===== src/rtl/vga_capture_monitor.sv =====
// VGA receive-side timing monitor: recovers sync timing and pixel coordinates, declares lock, and samples the quad centres.
// Optional active-pixel checksum on frame_sum is enabled by defining VGA_CAPTURE_CHECKSUM_EN.
module vga_capture_monitor #(
    parameter int H_SYNC          = 96,
    parameter int H_BACK          = 48,
    parameter int H_ACTIVE        = 640,
    parameter int H_TOTAL         = 800,
    parameter int V_SYNC          = 2,
    parameter int V_BACK          = 33,
    parameter int V_ACTIVE        = 480,
    parameter int V_TOTAL         = 525,
    parameter int SYNC_ACTIVE_LOW = 1
) (
    input  logic        clk25MHz,
    input  logic        rst,
    input  logic [2:0]  red,
    input  logic [2:0]  green,
    input  logic [1:0]  blue,
    input  logic        hsync,
    input  logic        vsync,
    output logic        locked,
    output logic        err_sticky,
    output logic [9:0]  pix_x,
    output logic [9:0]  pix_y,
    output logic        pix_valid,
    output logic [7:0]  pix_rgb,
    output logic        frame_done,
    output logic [7:0]  quad_a,
    output logic [7:0]  quad_b,
    output logic [7:0]  quad_c,
    output logic [7:0]  quad_d,
    output logic [15:0] frame_sum
);

    localparam logic        L_SYNC_INV = 1'(SYNC_ACTIVE_LOW != 0);
    localparam logic [10:0] L_HT_M1    = 11'(H_TOTAL - 1);
    localparam logic [10:0] L_H_START  = 11'(H_SYNC + H_BACK);
    localparam logic [10:0] L_H_END    = 11'(H_SYNC + H_BACK + H_ACTIVE);
    localparam logic [9:0]  L_VT_M1    = 10'(V_TOTAL - 1);
    localparam logic [9:0]  L_V_START  = 10'(V_SYNC + V_BACK);
    localparam logic [9:0]  L_V_END    = 10'(V_SYNC + V_BACK + V_ACTIVE);
    localparam logic [9:0]  L_QX0      = 10'(H_ACTIVE / 4);
    localparam logic [9:0]  L_QX1      = 10'((3 * H_ACTIVE) / 4);
    localparam logic [9:0]  L_QY0      = 10'(V_ACTIVE / 4);
    localparam logic [9:0]  L_QY1      = 10'((3 * V_ACTIVE) / 4);

    typedef enum logic [1:0] {
        SEARCH  = 2'd0,
        MEASURE = 2'd1,
        LOCKED  = 2'd2
    } state_t;

    logic [7:0]  r_rgb1;
    logic        r_hs1, r_hs2, r_vs1, r_vs2;
    logic [10:0] r_hcnt;
    logic [9:0]  r_vcnt;
    logic        r_vpend;
    state_t      r_state;
    logic        r_meas_ok;
    logic        r_locked, r_err, r_fd;
    logic        r_pix_valid;
    logic [9:0]  r_pix_x, r_pix_y;
    logic [7:0]  r_pix_rgb;
    logic [7:0]  r_sh_a, r_sh_b, r_sh_c, r_sh_d;
    logic [7:0]  r_quad_a, r_quad_b, r_quad_c, r_quad_d;

    logic        w_hs_lead, w_vs_lead, w_zero;
    logic        w_line_good, w_line_bad, w_frame_good;
    logic [10:0] w_hcnt_nxt;
    logic [9:0]  w_vcnt_nxt;
    logic        w_vpend_nxt;
    state_t      w_state_nxt;
    logic        w_meas_ok_nxt;
    logic        w_fd, w_lost;
    logic        w_h_act, w_v_act, w_pv_nxt;

    // Input capture; syncs are stored normalised so that 1 means "pulse active".
    always_ff @(posedge clk25MHz) begin
        if (rst) begin
            r_rgb1 <= 8'd0;
            r_hs1  <= 1'b0;
            r_hs2  <= 1'b0;
            r_vs1  <= 1'b0;
            r_vs2  <= 1'b0;
        end else begin
            r_rgb1 <= {red, green, blue};
            r_hs1  <= hsync ^ L_SYNC_INV;
            r_hs2  <= r_hs1;
            r_vs1  <= vsync ^ L_SYNC_INV;
            r_vs2  <= r_vs1;
        end
    end

    assign w_hs_lead    = r_hs1 & ~r_hs2;
    assign w_vs_lead    = r_vs1 & ~r_vs2;
    assign w_zero       = w_hs_lead & (r_vpend | w_vs_lead);
    assign w_line_good  = (r_hcnt == L_HT_M1);
    assign w_line_bad   = w_hs_lead & ~w_line_good;
    assign w_frame_good = (r_vcnt == L_VT_M1);

    // Counter next-state; a pending vsync edge is consumed by the next hsync edge.
    always_comb begin
        w_hcnt_nxt  = r_hcnt;
        w_vcnt_nxt  = r_vcnt;
        w_vpend_nxt = r_vpend;
        if (w_hs_lead) begin
            w_hcnt_nxt = 11'd0;
        end else if (r_hcnt != 11'h7FF) begin
            w_hcnt_nxt = r_hcnt + 11'd1;
        end else begin
            w_hcnt_nxt = r_hcnt;
        end
        if (w_zero) begin
            w_vcnt_nxt  = 10'd0;
            w_vpend_nxt = 1'b0;
        end else if (w_hs_lead) begin
            w_vcnt_nxt  = (r_vcnt != 10'h3FF) ? (r_vcnt + 10'd1) : r_vcnt;
            w_vpend_nxt = r_vpend | w_vs_lead;
        end else begin
            w_vcnt_nxt  = r_vcnt;
            w_vpend_nxt = r_vpend | w_vs_lead;
        end
    end

    // Lock FSM next-state; MEASURE remembers whether every line of the trial frame was good.
    always_comb begin
        w_state_nxt   = r_state;
        w_meas_ok_nxt = r_meas_ok;
        w_fd          = 1'b0;
        w_lost        = 1'b0;
        case (r_state)
            SEARCH: begin
                if (w_zero) begin
                    w_state_nxt   = MEASURE;
                    w_meas_ok_nxt = 1'b1;
                end else begin
                    w_state_nxt   = SEARCH;
                end
            end
            MEASURE: begin
                if (w_zero) begin
                    if (r_meas_ok && w_line_good && w_frame_good) begin
                        w_state_nxt = LOCKED;
                        w_fd        = 1'b1;
                    end else begin
                        w_state_nxt = SEARCH;
                    end
                end else if (w_line_bad) begin
                    w_meas_ok_nxt = 1'b0;
                end else begin
                    w_meas_ok_nxt = r_meas_ok;
                end
            end
            LOCKED: begin
                if (w_line_bad || (w_zero && !w_frame_good)) begin
                    w_state_nxt = SEARCH;
                    w_lost      = 1'b1;
                end else if (w_zero) begin
                    w_fd        = 1'b1;
                end else begin
                    w_state_nxt = LOCKED;
                end
            end
            default: begin
                w_state_nxt = SEARCH;
            end
        endcase
    end

    assign w_h_act  = (w_hcnt_nxt >= L_H_START) && (w_hcnt_nxt < L_H_END);
    assign w_v_act  = (w_vcnt_nxt >= L_V_START) && (w_vcnt_nxt < L_V_END);
    assign w_pv_nxt = w_h_act && w_v_act && (w_state_nxt == LOCKED);

    // Timing state and status registers.
    always_ff @(posedge clk25MHz) begin
        if (rst) begin
            r_hcnt    <= 11'd0;
            r_vcnt    <= 10'd0;
            r_vpend   <= 1'b0;
            r_state   <= SEARCH;
            r_meas_ok <= 1'b0;
            r_locked  <= 1'b0;
            r_err     <= 1'b0;
            r_fd      <= 1'b0;
        end else begin
            r_hcnt    <= w_hcnt_nxt;
            r_vcnt    <= w_vcnt_nxt;
            r_vpend   <= w_vpend_nxt;
            r_state   <= w_state_nxt;
            r_meas_ok <= w_meas_ok_nxt;
            r_locked  <= (w_state_nxt == LOCKED);
            r_err     <= r_err | w_lost;
            r_fd      <= w_fd;
        end
    end

    // Pixel outputs; coordinates and colour hold outside the active region.
    always_ff @(posedge clk25MHz) begin
        if (rst) begin
            r_pix_valid <= 1'b0;
            r_pix_x     <= 10'd0;
            r_pix_y     <= 10'd0;
            r_pix_rgb   <= 8'd0;
        end else begin
            r_pix_valid <= w_pv_nxt;
            if (w_pv_nxt) begin
                r_pix_x   <= 10'(w_hcnt_nxt - L_H_START);
                r_pix_y   <= w_vcnt_nxt - L_V_START;
                r_pix_rgb <= r_rgb1;
            end
        end
    end

    // Quad shadows fill during the frame and are published together at frame_done.
    always_ff @(posedge clk25MHz) begin
        if (rst) begin
            r_sh_a   <= 8'd0;
            r_sh_b   <= 8'd0;
            r_sh_c   <= 8'd0;
            r_sh_d   <= 8'd0;
            r_quad_a <= 8'd0;
            r_quad_b <= 8'd0;
            r_quad_c <= 8'd0;
            r_quad_d <= 8'd0;
        end else begin
            if (w_lost) begin
                r_sh_a <= 8'd0;
                r_sh_b <= 8'd0;
                r_sh_c <= 8'd0;
                r_sh_d <= 8'd0;
            end else if (r_pix_valid) begin
                if (r_pix_x == L_QX0 && r_pix_y == L_QY0) r_sh_a <= r_pix_rgb;
                if (r_pix_x == L_QX1 && r_pix_y == L_QY0) r_sh_b <= r_pix_rgb;
                if (r_pix_x == L_QX0 && r_pix_y == L_QY1) r_sh_c <= r_pix_rgb;
                if (r_pix_x == L_QX1 && r_pix_y == L_QY1) r_sh_d <= r_pix_rgb;
            end
            if (w_fd) begin
                r_quad_a <= r_sh_a;
                r_quad_b <= r_sh_b;
                r_quad_c <= r_sh_c;
                r_quad_d <= r_sh_d;
            end
        end
    end

`ifdef VGA_CAPTURE_CHECKSUM_EN
    logic [15:0] r_acc;
    logic [15:0] r_frame_sum;

    // Active-pixel checksum; discarded on loss of lock so a relock starts clean.
    always_ff @(posedge clk25MHz) begin
        if (rst) begin
            r_acc       <= 16'd0;
            r_frame_sum <= 16'd0;
        end else if (w_fd) begin
            r_frame_sum <= r_acc;
            r_acc       <= 16'd0;
        end else if (w_lost) begin
            r_acc       <= 16'd0;
        end else if (r_pix_valid) begin
            r_acc       <= r_acc + {8'd0, r_pix_rgb};
        end
    end

    assign frame_sum = r_frame_sum;
`else
    assign frame_sum = 16'd0;
`endif

    assign locked     = r_locked;
    assign err_sticky = r_err;
    assign pix_x      = r_pix_x;
    assign pix_y      = r_pix_y;
    assign pix_valid  = r_pix_valid;
    assign pix_rgb    = r_pix_rgb;
    assign frame_done = r_fd;
    assign quad_a     = r_quad_a;
    assign quad_b     = r_quad_b;
    assign quad_c     = r_quad_c;
    assign quad_d     = r_quad_d;

endmodule


===== config.mk =====
export PLATFORM = sky130hd
export DESIGN_NAME = vga_capture_monitor
export DESIGN_NICKNAME = d
export VERILOG_FILES = /design/src/rtl/vga_capture_monitor.sv
export SDC_FILE = /design/constraint.sdc
export NUM_CORES = 1
export LEC_CHECK = 0
export CAP_MARGIN = 20
export CORE_MARGIN = 10
export CORE_UTILIZATION = 40
export DETAILED_ROUTE_END_ITERATION = 6
export GPL_ROUTABILITY_DRIVEN = 0
export SYNTH_ARGS = -nofsm -noshare
export SYNTH_HDL_FRONTEND = slang
export SYNTH_SLANG_ARGS = --single-unit

===== constraint.sdc =====
create_clock -name clk25MHz -period 3 [get_ports clk25MHz]
set_input_delay 0.45 -clock clk25MHz [delete_from_list [all_inputs] [get_ports clk25MHz]]
set_output_delay 0.45 -clock clk25MHz [all_outputs]
set_load 0.05 [all_outputs]

-- After elaboration in Yosys (flattened, before gate mapping)
Index checks and enable logic that the tools add are counted.
- bits in registers: 133
- input port bits: 12
- output and inout port bits: 80
- logic and storage cells: 102
- add/sub/neg operators: 4
- order comparisons: 4
- eq/ne operators: 14
- muxes and demuxes: 22
- bitwise gates (word level): 11
- reduce and logical (&&, ||, !) cells: 22
- operators with widths (kind ; number):
    two-way mux 10 bit ; 3
    two-way mux 11 bit ; 2
    equality test 10 x 9 -> 1 bit (second input constant) ; 2
    adder 11 x 1 -> 11 bit (second input constant) ; 1
    equality test 11 x 10 -> 1 bit (second input constant) ; 1
    >= comparator 11 x 8 -> 1 bit (second input constant) ; 1
    logical AND 1 bit ; 11
    < comparator 11 x 10 -> 1 bit (second input constant) ; 1
    != test 11 bit (second input constant) ; 1
    adder 10 x 1 -> 10 bit (second input constant) ; 1
    equality test 10 bit (second input constant) ; 1
    equality test 10 x 7 -> 1 bit (second input constant) ; 1
    equality test 10 x 8 -> 1 bit (second input constant) ; 1
    >= comparator 10 x 6 -> 1 bit (second input constant) ; 1
    < comparator 10 bit (second input constant) ; 1
    two-way mux 1 bit ; 10
    != test 10 bit (second input constant) ; 1
    subtractor 10 x 6 -> 10 bit (second input constant) ; 1
    subtractor 10 x 8 -> 10 bit (second input constant) ; 1
    two-way mux 2 bit ; 4
    AND reduction 2 bit ; 4
    != test 2 bit (second input constant) ; 3
    case mux 2 bit (3 select lines) ; 1
    NOT 1 bit ; 5
    other kinds (11) ; 18

-- Longest topological paths before layout
Gate-level depths: netlist of the first run.
- depth in word-level cells: 10
- depth in mapped cells: 15
- gate-level depth less buffers: 13

-- Least setup slack after synthesis of the first run
No wires, ideal clock.
- path type: reg2reg
- start: reg r_vcnt[0]
- end: reg r_pix_x[0] (netlist: pix_x[0])
- setup time: 0.121 ns
- data arrival time: 2.845 ns
- required time: 2.879 ns
- slack: 0.035 ns
- cell stages (with the launch flop): 13
- buffers on the path: 0
- period minus slack after synthesis: 2.965 ns
- cell sequence: dfxtp_1 > ha_1 > and3_1 > a31oi_4 > nor2_1 > a21oi_1 > nor2_1 > ha_1 > or4_4 > a21oi_2 > o22ai_2 > nand3_4 > mux2_2
- longest elaborated chain between the ends: 8
- elaborated cells on any way between the ends: 20
- those cells by class: 1 x add/sub; 2 x order compare; 3 x eq/ne; 7 x mux; 7 x reduce/logical
- ends and longest elaborated chain (what ; RTL line ; source):
    start, declared ; 56 ; logic [9:0] r_vcnt;
    start signal, assigned ; 187 ; r_vcnt <= w_vcnt_nxt;
    adder 10 x 1 -> 10 bit or != test 10 bit (tied branches) ; 117 ; w_vcnt_nxt = (r_vcnt != 10'h3FF) ? (r_vcnt + 10'd1) : r_vcnt;
    two-way mux 10 bit * ; 117 ;
    two-way mux 10 bit * ; 116 ; end else if (w_hs_lead) begin
    two-way mux 10 bit * ; 113 ; if (w_zero) begin
    named net w_vcnt_nxt[1] ; 70 ; logic [9:0] w_vcnt_nxt;
    >= comparator 10 x 6 -> 1 bit or < comparator 10 bit (tied branches) ; 171 ; assign w_v_act = (w_vcnt_nxt >= L_V_START) && (w_vcnt_nxt < L_V_END);
    logical AND 1 bit * ; 171 ;
    logical AND 1 bit * (2 in a row) ; 172 ; assign w_pv_nxt = w_h_act && w_v_act && (w_state_nxt == LOCKED);
    end signal, assigned ; 207 ; r_pix_x <= 10'(w_hcnt_nxt - L_H_START);
    end, declared ; 62 ; logic [9:0] r_pix_x, r_pix_y;
Mark *: on every way through the listed nets, which the timed path passes. The rest lies on a longest branch.
A chain may end at the register's enable or synchronous reset.

-- Final worst setup path of the first run
- start: reg r_vcnt[7]
- end: reg r_pix_x[3] (netlist: pix_x[3])
- longest elaborated chain between the ends: 8
- elaborated cells on any way between the ends: 20
- those cells by class: 1 x add/sub; 2 x order compare; 3 x eq/ne; 7 x mux; 7 x reduce/logical
- ends and longest elaborated chain (what ; RTL line):
    != test 10 bit * ; 117
    two-way mux 10 bit * ; 117
    two-way mux 10 bit * ; 116
    two-way mux 10 bit * ; 113
    named net w_vcnt_nxt[0] ; 70
    >= comparator 10 x 6 -> 1 bit or < comparator 10 bit (tied branches) ; 171
    logical AND 1 bit * ; 171
    logical AND 1 bit * (2 in a row) ; 172
Marked as above.

==> results of run 1 <==
==> worst min-delay path: stages (launching register included) <==
cell and delay [ps]:
sky130_fd_sc_hd__dfxtp_1 300, sky130_fd_sc_hd__nand2_1 50, sky130_fd_sc_hd__a21oi_1 50
==> timing repair <==
action,4_1_cts,5_1_grt
setup buffers,1,4
setup endpoints to repair,8,27
cloned,0,1
hold buffers,0,0
resized for setup,2,30
pin swaps,1,14
==> routing by layer <==
metal / global-route usage [%] / part of all wire (%)
met1: 20.5 / 46
met3: 4.51 / 7.3
met4: 6.39 / 1.8
met5: 0 / 0
met2: 23.7 / 45
==> cells in the final DEF (no fill, tap or decap), types with 4 or more instances in the layout <==
| cell | count |
|---|---|
| sky130_fd_sc_hd__a211oi_1 | 11 |
| sky130_fd_sc_hd__a211oi_2 | 4 |
| sky130_fd_sc_hd__a21oi_1 | 54 |
| sky130_fd_sc_hd__a31oi_1 | 13 |
| sky130_fd_sc_hd__and2_1 | 7 |
| sky130_fd_sc_hd__and3_1 | 9 |
| sky130_fd_sc_hd__buf_4 | 43 |
| sky130_fd_sc_hd__clkbuf_16 | 17 |
| sky130_fd_sc_hd__clkbuf_8 | 5 |
| sky130_fd_sc_hd__clkdlybuf4s50_1 | 74 |
| sky130_fd_sc_hd__conb_1 | 16 |
| sky130_fd_sc_hd__dfxtp_1 | 129 |
| sky130_fd_sc_hd__dfxtp_2 | 4 |
| sky130_fd_sc_hd__ha_1 | 8 |
| sky130_fd_sc_hd__inv_1 | 9 |
| sky130_fd_sc_hd__mux2_2 | 8 |
| sky130_fd_sc_hd__mux2i_1 | 38 |
| sky130_fd_sc_hd__nand2_1 | 85 |
| sky130_fd_sc_hd__nand2b_1 | 4 |
| sky130_fd_sc_hd__nand3_1 | 5 |
| sky130_fd_sc_hd__nand4_1 | 22 |
| sky130_fd_sc_hd__nor2_1 | 64 |
| sky130_fd_sc_hd__nor2_2 | 6 |
| sky130_fd_sc_hd__nor2b_1 | 18 |
| sky130_fd_sc_hd__nor3_1 | 11 |
| sky130_fd_sc_hd__nor4_1 | 4 |
| sky130_fd_sc_hd__o21ai_0 | 7 |
| sky130_fd_sc_hd__o31ai_1 | 10 |
| sky130_fd_sc_hd__xnor2_1 | 6 |
| sky130_fd_sc_hd__xor2_1 | 4 |
==> sequential cells by signal (all words and copies together) (netlist names), 2 cells and up <==
signal and cells:
quad_c 8, r_sh_c 8, r_state 2, pix_y 10
r_vcnt 10, quad_d 8, r_rgb1 8, quad_b 8
pix_rgb 8, r_sh_d 8, r_hcnt 11, r_sh_a 8
quad_a 8, r_sh_b 8, pix_x 10
==> area by class of cell <==
cell class	count	share of cell area (%)
clock inverters	10	1.77
multi-input cells	493	41.2
clock buffers	22	6.19
well taps	184	2.88
inverters	10	0.470
repair buffers	121	14.0
flip-flops and latches	133	33.4
==> kinds of logic after synthesis <==
family	Yosys count	synth area share, %
simple gates	274	24.0
compound gates	134	15.1
flops	133	43.8
buf+inv	59	5.41
mux	47	7.97
xor+xnor	11	1.59
fa+ha+maj	10	2.06
other cells	1	0.0617
==> worst paths after layout <==
kind | startpoint | endpoint
worst max-delay path | r_vcnt[7] | pix_x[3]
worst min-delay path | quad_a[1] | quad_a[1]
worst max register to register | r_vcnt[7] | pix_x[3]
worst min register to register | quad_a[1] | quad_a[1]
==> power breakdown <==
group	total (mW)	internal [mW]	switching, mW
clock	2.20	1.42	0.782
combinational	0.183	0.0560	0.127
sequential	1.79	1.78	0.00969
total	4.18	3.26	0.918
==> results by stage, run 1 <==
Run status:
- The run finished with clean final reports.

Synthesis:
- By area the synthesized netlist is led by sky130_fd_sc_hd__dfxtp_1, sky130_fd_sc_hd__mux2i_1, sky130_fd_sc_hd__nand2_1.
- Counting flops and latches in the post-synthesis netlist gives 133.
- The largest area contributor in the synthesized netlist is sky130_fd_sc_hd__dfxtp_1.
- The post-synthesis sequential area ratio is 43.8%.
- After synthesis, the netlist uses 78 different library cells.
- By count the netlist is led by sky130_fd_sc_hd__dfxtp_1, sky130_fd_sc_hd__nand2_1, sky130_fd_sc_hd__nor2_1.
- The synthesized instance count is 669.
- The most frequent cell after synthesis is sky130_fd_sc_hd__dfxtp_1.
- The synthesized area divided by synthesized cell count is 9.08 um^2.
- The commonest register cell after synthesis is sky130_fd_sc_hd__dfxtp_1.
- The count of flip-flops with a built-in enable after synthesis is 0.
- The number of warning messages in the yosys log is 0.
- The top cell type's share of synthesized area is 43.8%.
- The async set-or-reset flop fraction in the synthesized netlist is 0%.
- The synthesized area is 0.00608 mm^2.

Clock network:
- The largest buffer count on any clock path is 2.
- TritonCTS built the clock tree.
- Clock tree synthesis selected as its root buffer the cell sky130_fd_sc_hd__clkbuf_16.
- The number of H-tree levels is 4.
- Clock latency on the worst-skew pair, taken at its later pin, is 420 ps.
- The number of clock buffers inserted by TritonCTS is 17.
- Clock tree synthesis found a total of 133 sinks.
- The clock-pin slew reported for the worst setup and hold paths after clock tree synthesis is 60 ps.

Placed design:
- Once placement completed, the tool counted placed cells totaling 935.
- The post-placement setup slack is 25.9 ps.
- The placed wire-length estimate is 11,700 um.
- The instance area after placement is 0.00715 mm^2.
- The number of I/O port buffers is 75.

Layout:
- The finished cells cover 0.00798 mm^2.
- Registers take 0.00267 mm^2.
- After filler insertion, the fill cell instance count of the layout stands at 1,321.
- The number of antenna diodes is 0.
- The share of layout cells above drive strength 1 is 18.4%.
- The layout net count is 798.
- The final non-filler cell total is 973.
- Compared with the post-synthesis result, the final layout area differs by 31.3%.
- The multi-input combinational cells in the finished layout cover a total of 0.00329 mm^2.
- The core utilization of the finished layout is 54.3%.

Drt:
- In this run, the number of DRC markers left after iteration 0 of detailed routing was 390.
- Wires add up to 16,400 um.
- The count of nets left with antenna violations once routing finished came out at 0.
- Using the TritonRoute via totals, the vias-per-cell ratio works out to 5.44.
- The detailed router placed 5,292 vias in this run.
- The average wire per standard cell is 16.9 um.
- For this run, the detailed router's first-pass iteration total came to 5.
- The post-detailed-route DRC marker count is 0.

Timing:
- After routing, the total negative slack on setup checks comes to 0 ps.
- The number of hold violations in the final report is 0.
- The final period utilization is 98.7%.
- In the post-route analysis, the smallest setup slack over all paths is 38.7 ps.
- For the final database, setup skew stands at 9.41 ps.
- For the pin with the worst max-slew slack, the measured transition is 905 ps.
- The count of endpoints failing setup in the final report is 0.
- The relative max-transition margin is 39.7%.
- The time the worst path needs with I/O delays and setup is 2960 ps.
- For this run, the top clock speed supported by timing is 338 MHz.
- Final hold analysis gives a worst-case slack of 451 ps.
- The number of pins exceeding their max-slew limit in the final report came to 0.

Floorplan:
- Row generation in the floorplan step produced 44 rows.
- Once the floorplan was initialized, standard cells occupied 41.3% of the core.
- The die footprint is 0.0205 mm^2.
- In this run the standard cell core region covers 0.0147 mm^2.
- In this run the count of I/O pins placed on the die edge is 92.
- From bottom edge to top edge, the die measures 143 um.
- The die extent in x is 143 um.

Pwr:
- The overall power after layout is 4.18 mW.
- The analysis attributes to cell leakage a power of 2.89 nW.
- Dividing total power by cell area gives a power density of 523 mW/mm^2.
- The peak ir drop on the vdd network is 430 uV.

Critical path:
- In this design, the largest share of critical-path delay is due to simple AND/OR/NAND/NOR gates.
- The critical path runs through a total of 11 cells.
- The logic depth of the worst register-to-register path is 11.
- The worst setup path is captured at a register.
- In this run the worst path has a maximum fanout of 5.
- The signal on the critical path passes through and3_1, a31oi_4, xnor2_2, nor2_2, ha_1, or4_4, a21oi_4, o22ai_4, buf_4, nand3_4, mux2_2.
- At the worst endpoint, the arrival time is 3270 ps.
- The required time at the endpoint of the critical path is 3300 ps.
- The category of the critical setup timing path is reg -> reg.
- The cell with the largest stage delay on the worst path is sky130_fd_sc_hd__dfxtp_1.
- The buffering stage count on the worst path with inverters included is 1.
- For this run, the slowest stage of the critical path takes 460 ps.
- The minimum setup slack among reg-to-reg paths is 40 ps.
- The kind of start point of the critical path is a register.

Global route:
- The global-route congestion overflow total is 0.
- The first global-routing pass estimated 25,900 um of wire.
- The maximum number of pins on one net before global-route repair is 88.
- Global routing consumed, over all layers together, 15.7% of the routing resources.
- The via count of the first global-routing pass is 5,019.
- The initial antenna violation count was 0.

Min path:
- The worst hold path cell count is 2.
- The class of the tightest hold or removal check is reg -> reg.

Run:
- Max-cap violations in this run came to 0.
No activity file was read; power rests on OpenSTA's default activity.
==> run 2: changes to the inputs <==
Settings changed: CORE_MARGIN 10 to not set.
==> run 2 against run 1 <==
  * The run now ends with design-rule violations left
  * Sequential share of layout area is 0.46 points higher
  * Fmax grew 1.3%
  * First-iteration DRC count shrank 1.0%
  * Die area is 24% lower
  * Critical path type unchanged
  * Highest routed layer unchanged
==> results by stage, run 2 (synthesized netlist as in run 1, its figures left out) <==
Run status:
- The flow ran to the end, but the final reports show violations.
- The final reports fail on design-rule violations.

Floorplan:
- The floorplan has 44 rows.
- The effective utilization at floorplan is 41.3%.
- The number of top-level design ports is 92.
- The die extent in x is 125 um.
- The die covers 0.0157 mm^2.
- The die height is 125 um.
- The region available for standard cell placement spans 0.0147 mm^2.

Placed design:
- In this run the tool buffered the top-level ports with 75 buffer cells.
- The placed wire-length estimate is 11,100 um.
- The post-placement setup slack is -1.02 ps.
- Once placement finished, the instance area stood at 0.00715 mm^2.

Critical path:
- For the worst setup path, the data required time is 3300 ps.
- Among the stages of the critical path, the cell type that occurs most often is sky130_fd_sc_hd__ha_1.
- The worst setup path is captured at a register.
- The category of the critical setup timing path is reg -> reg.
- On the worst path, the slowest cell contributes a delay of 460 ps.
- The logic depth of the worst register-to-register path is 12.
- Traced cell by cell, the critical path runs through ha_1, and3_4, a31oi_4, xnor2_1, nor2_1, ha_1, or4_4, a21oi_4, o22ai_4, nand3_4, buf_4, mux2_2.
- The worst setup path is launched from a register.
- For this design, the slowest cell found on the critical path is sky130_fd_sc_hd__or4_4.
- The data arrival time of the critical path is 3230 ps.
- The largest fanout on the critical path is 5.
- The minimum setup slack among reg-to-reg paths is 80 ps.

Pwr:
- The net switching fraction of the power is 23.5%.
- The design draws 4.01 mW.
- The total internal power is 3.07 mW.
- The analysis attributes to net switching a power of 0.942 mW.
- The peak ir drop on the vdd network is 457 uV.
- Per report_power, the combinational group accounts for 4.4% of the total.
- The cell area power density is 511 mW/mm^2.
- In this run, the clock network consumes 51.0% of the power.
- The analysis attributes to cell leakage a power of 2.84 nW.
- In this run, flip-flops and latches consume 44.6% of the power.

Layout:
- The register containing the most flip-flops in the final layout is r_hcnt.
- Once layout is done, the placed cells without fillers occupy 0.00786 mm^2.
- The filler cells instantiated in the layout total 1,312.
- The number of antenna diodes in the final layout is 0.
- The register with the most flip-flops in the layout has 11 of them.
- The layout net count is 798.
- In the final layout, the share of cells above drive strength 1 is 16.6%.
- The area growth from synthesis to layout is 29.3%.
- Leaving out fill and tap cells, the most frequent cell in the layout is sky130_fd_sc_hd__dfxtp_1.
- In the layout the commonest cells are sky130_fd_sc_hd__dfxtp_1, sky130_fd_sc_hd__nand2_1, sky130_fd_sc_hd__clkdlybuf4s50_1, sky130_fd_sc_hd__nor2_1, sky130_fd_sc_hd__a21oi_1.

Global route:
- The initial antenna violation count was 0.
- The layer flagged by global routing as most heavily used is met2.
- Global routing consumed, on the met3 layer, 4.58% of the routing resources.
- The maximum number of pins on one net before global-route repair is 88.
- For this run the aggregate overflow at the end of global routing stands at 0.
- The global-route met1 utilization is 27.2%.
- The first global-routing pass estimated 25,400 um of wire.
- The global routing met2 resource utilization is 32.9%.
- The via count of the first global-routing pass is 4,970.
- The overall global routing resource usage is 20.3%.

Min path:
- The class of the tightest hold or removal check is reg -> reg.
- The worst hold path cell count is 2.

Clock network:
- The clock net in this run drives a total of 133 sinks.
- The H-tree generated during clock tree synthesis spans 4 levels.
- The number of clock buffers inserted by TritonCTS is 17.
- The TritonCTS clock tree is done.
- Buffers inserted to repair hold after CTS numbered 0.
- CTS placed an instance of sky130_fd_sc_hd__clkbuf_16 at the clock tree root.
- The clock latency reported for the late side of the worst-skew pair is 420 ps.
- The largest buffer count on any clock path is 2.
- After clock tree synthesis, the clock-pin slew on the worst setup and hold paths is 60 ps.

Drt:
- After detailed routing, the total wire length is 15,800 um.
- After detailed routing, the average wire length per cell comes to 16.2 um.
- The post-detailed-route DRC marker count is 8.
- The vias after detailed routing is 5,257.
- The detailed router finished its first iteration with 386 violations.
- The first-pass iteration count of the detailed router is 7.
- Dividing the detail-routed via count by the number of cells gives 5.40.
- In this run the remaining antenna-violating nets after routing total 0.

Timing:
- The number of pins exceeding their max-slew limit in the final report is 0.
- Based on the critical path, the design can be clocked at up to 342 MHz.
- The slew at the pin closest to its max-slew limit is 896 ps.
- The clock arrives with 9.70 ps of skew.
- The worst setup slack after layout is 76.6 ps.
- The number of hold violations in the final report came to 0.
- The count of endpoints failing setup in the final report is 0.
- Counting I/O delays and the setup requirement, the final critical path takes 2920 ps.
- The final period utilization is 97.4%.
- The relative max-transition margin is 40.3%.

Run:
- Across the run, the number of max-cap violations was 0.
## run 2: repair_timing
| action | CTS | global route |
|---|---|---|
| buffers inserted | 0 | 4 |
| pin swaps | 1 | 9 |
| setup endpoints to repair | 13 | 28 |
| resized for setup | 0 | 20 |
## run 2: power by group through the flow
stage                     Clock [mW]  Sequential [mW]  Combinational, mW
after floorplan                    0             1.83              0.136
final                           2.05             1.79              0.175
after global routing            2.17             1.79              0.190
after detailed placement           0             1.83              0.171
after CTS                       2.08             1.79              0.172
after global placement             0             1.83              0.170
## run 2: final cells by class
type / count / area, um^2 / share of cell area [%]
flip-flops and latches: 133 / 2660 / 33.9
inverters: 10 / 37.5 / 0.478
clock inverters: 13 / 149 / 1.90
clock buffers: 19 / 433 / 5.51
multi-input cells: 492 / 3230 / 41.1
repair buffers: 122 / 1110 / 14.2
well taps: 184 / 230 / 2.93
## run 2: worst paths after layout
| path | from | endpoint |
|---|---|---|
| max | r_vcnt[0] | pix_y[3] |
| min | quad_d[4] | quad_d[4] |
| max reg2reg | r_vcnt[0] | pix_y[3] |
| min reg2reg | quad_d[4] | quad_d[4] |
## run 2: per-stage QoR
step / utilization, % / instances / hold slack [ps] / TNS, ps
after floorplan: - / 684 / 430 / 0
after global routing: 53.4 / 973 / 469 / -1420
after detailed placement: 48.7 / 937 / 445 / -1.02
final: 53.4 / 973 / 451 / 0
after CTS: 52.6 / 969 / 453 / 0
after global placement: 48.7 / 937 / 444 / 0
## run 2: layer usage
layer	vias to the layer above	share of wire, %
met4	0	0.69
li1	2575	-
met1	2512	47
met5	-	0
met2	161	47
met3	9	4.6
## run 2: worst max-delay path: cells and delay by family (launching register included)
family | cells | cell delay [ps]
XOR/XNOR | 1 | 180
multiplexers | 1 | 340
AO/OA/AOI/OAI | 3 | 540
buffers and inverters | 1 | 150
AND/OR/NAND/NOR | 4 | 860
adder cells (fa/ha/maj) | 2 | 420
flip-flops | 1 | 320
==> run 3: changes to the inputs <==
Settings changed: CTS_CLUSTER_SIZE set to 12.
==> results of run 3 <==
The final DEF is identical to that of run 2; final timing and power are the same.
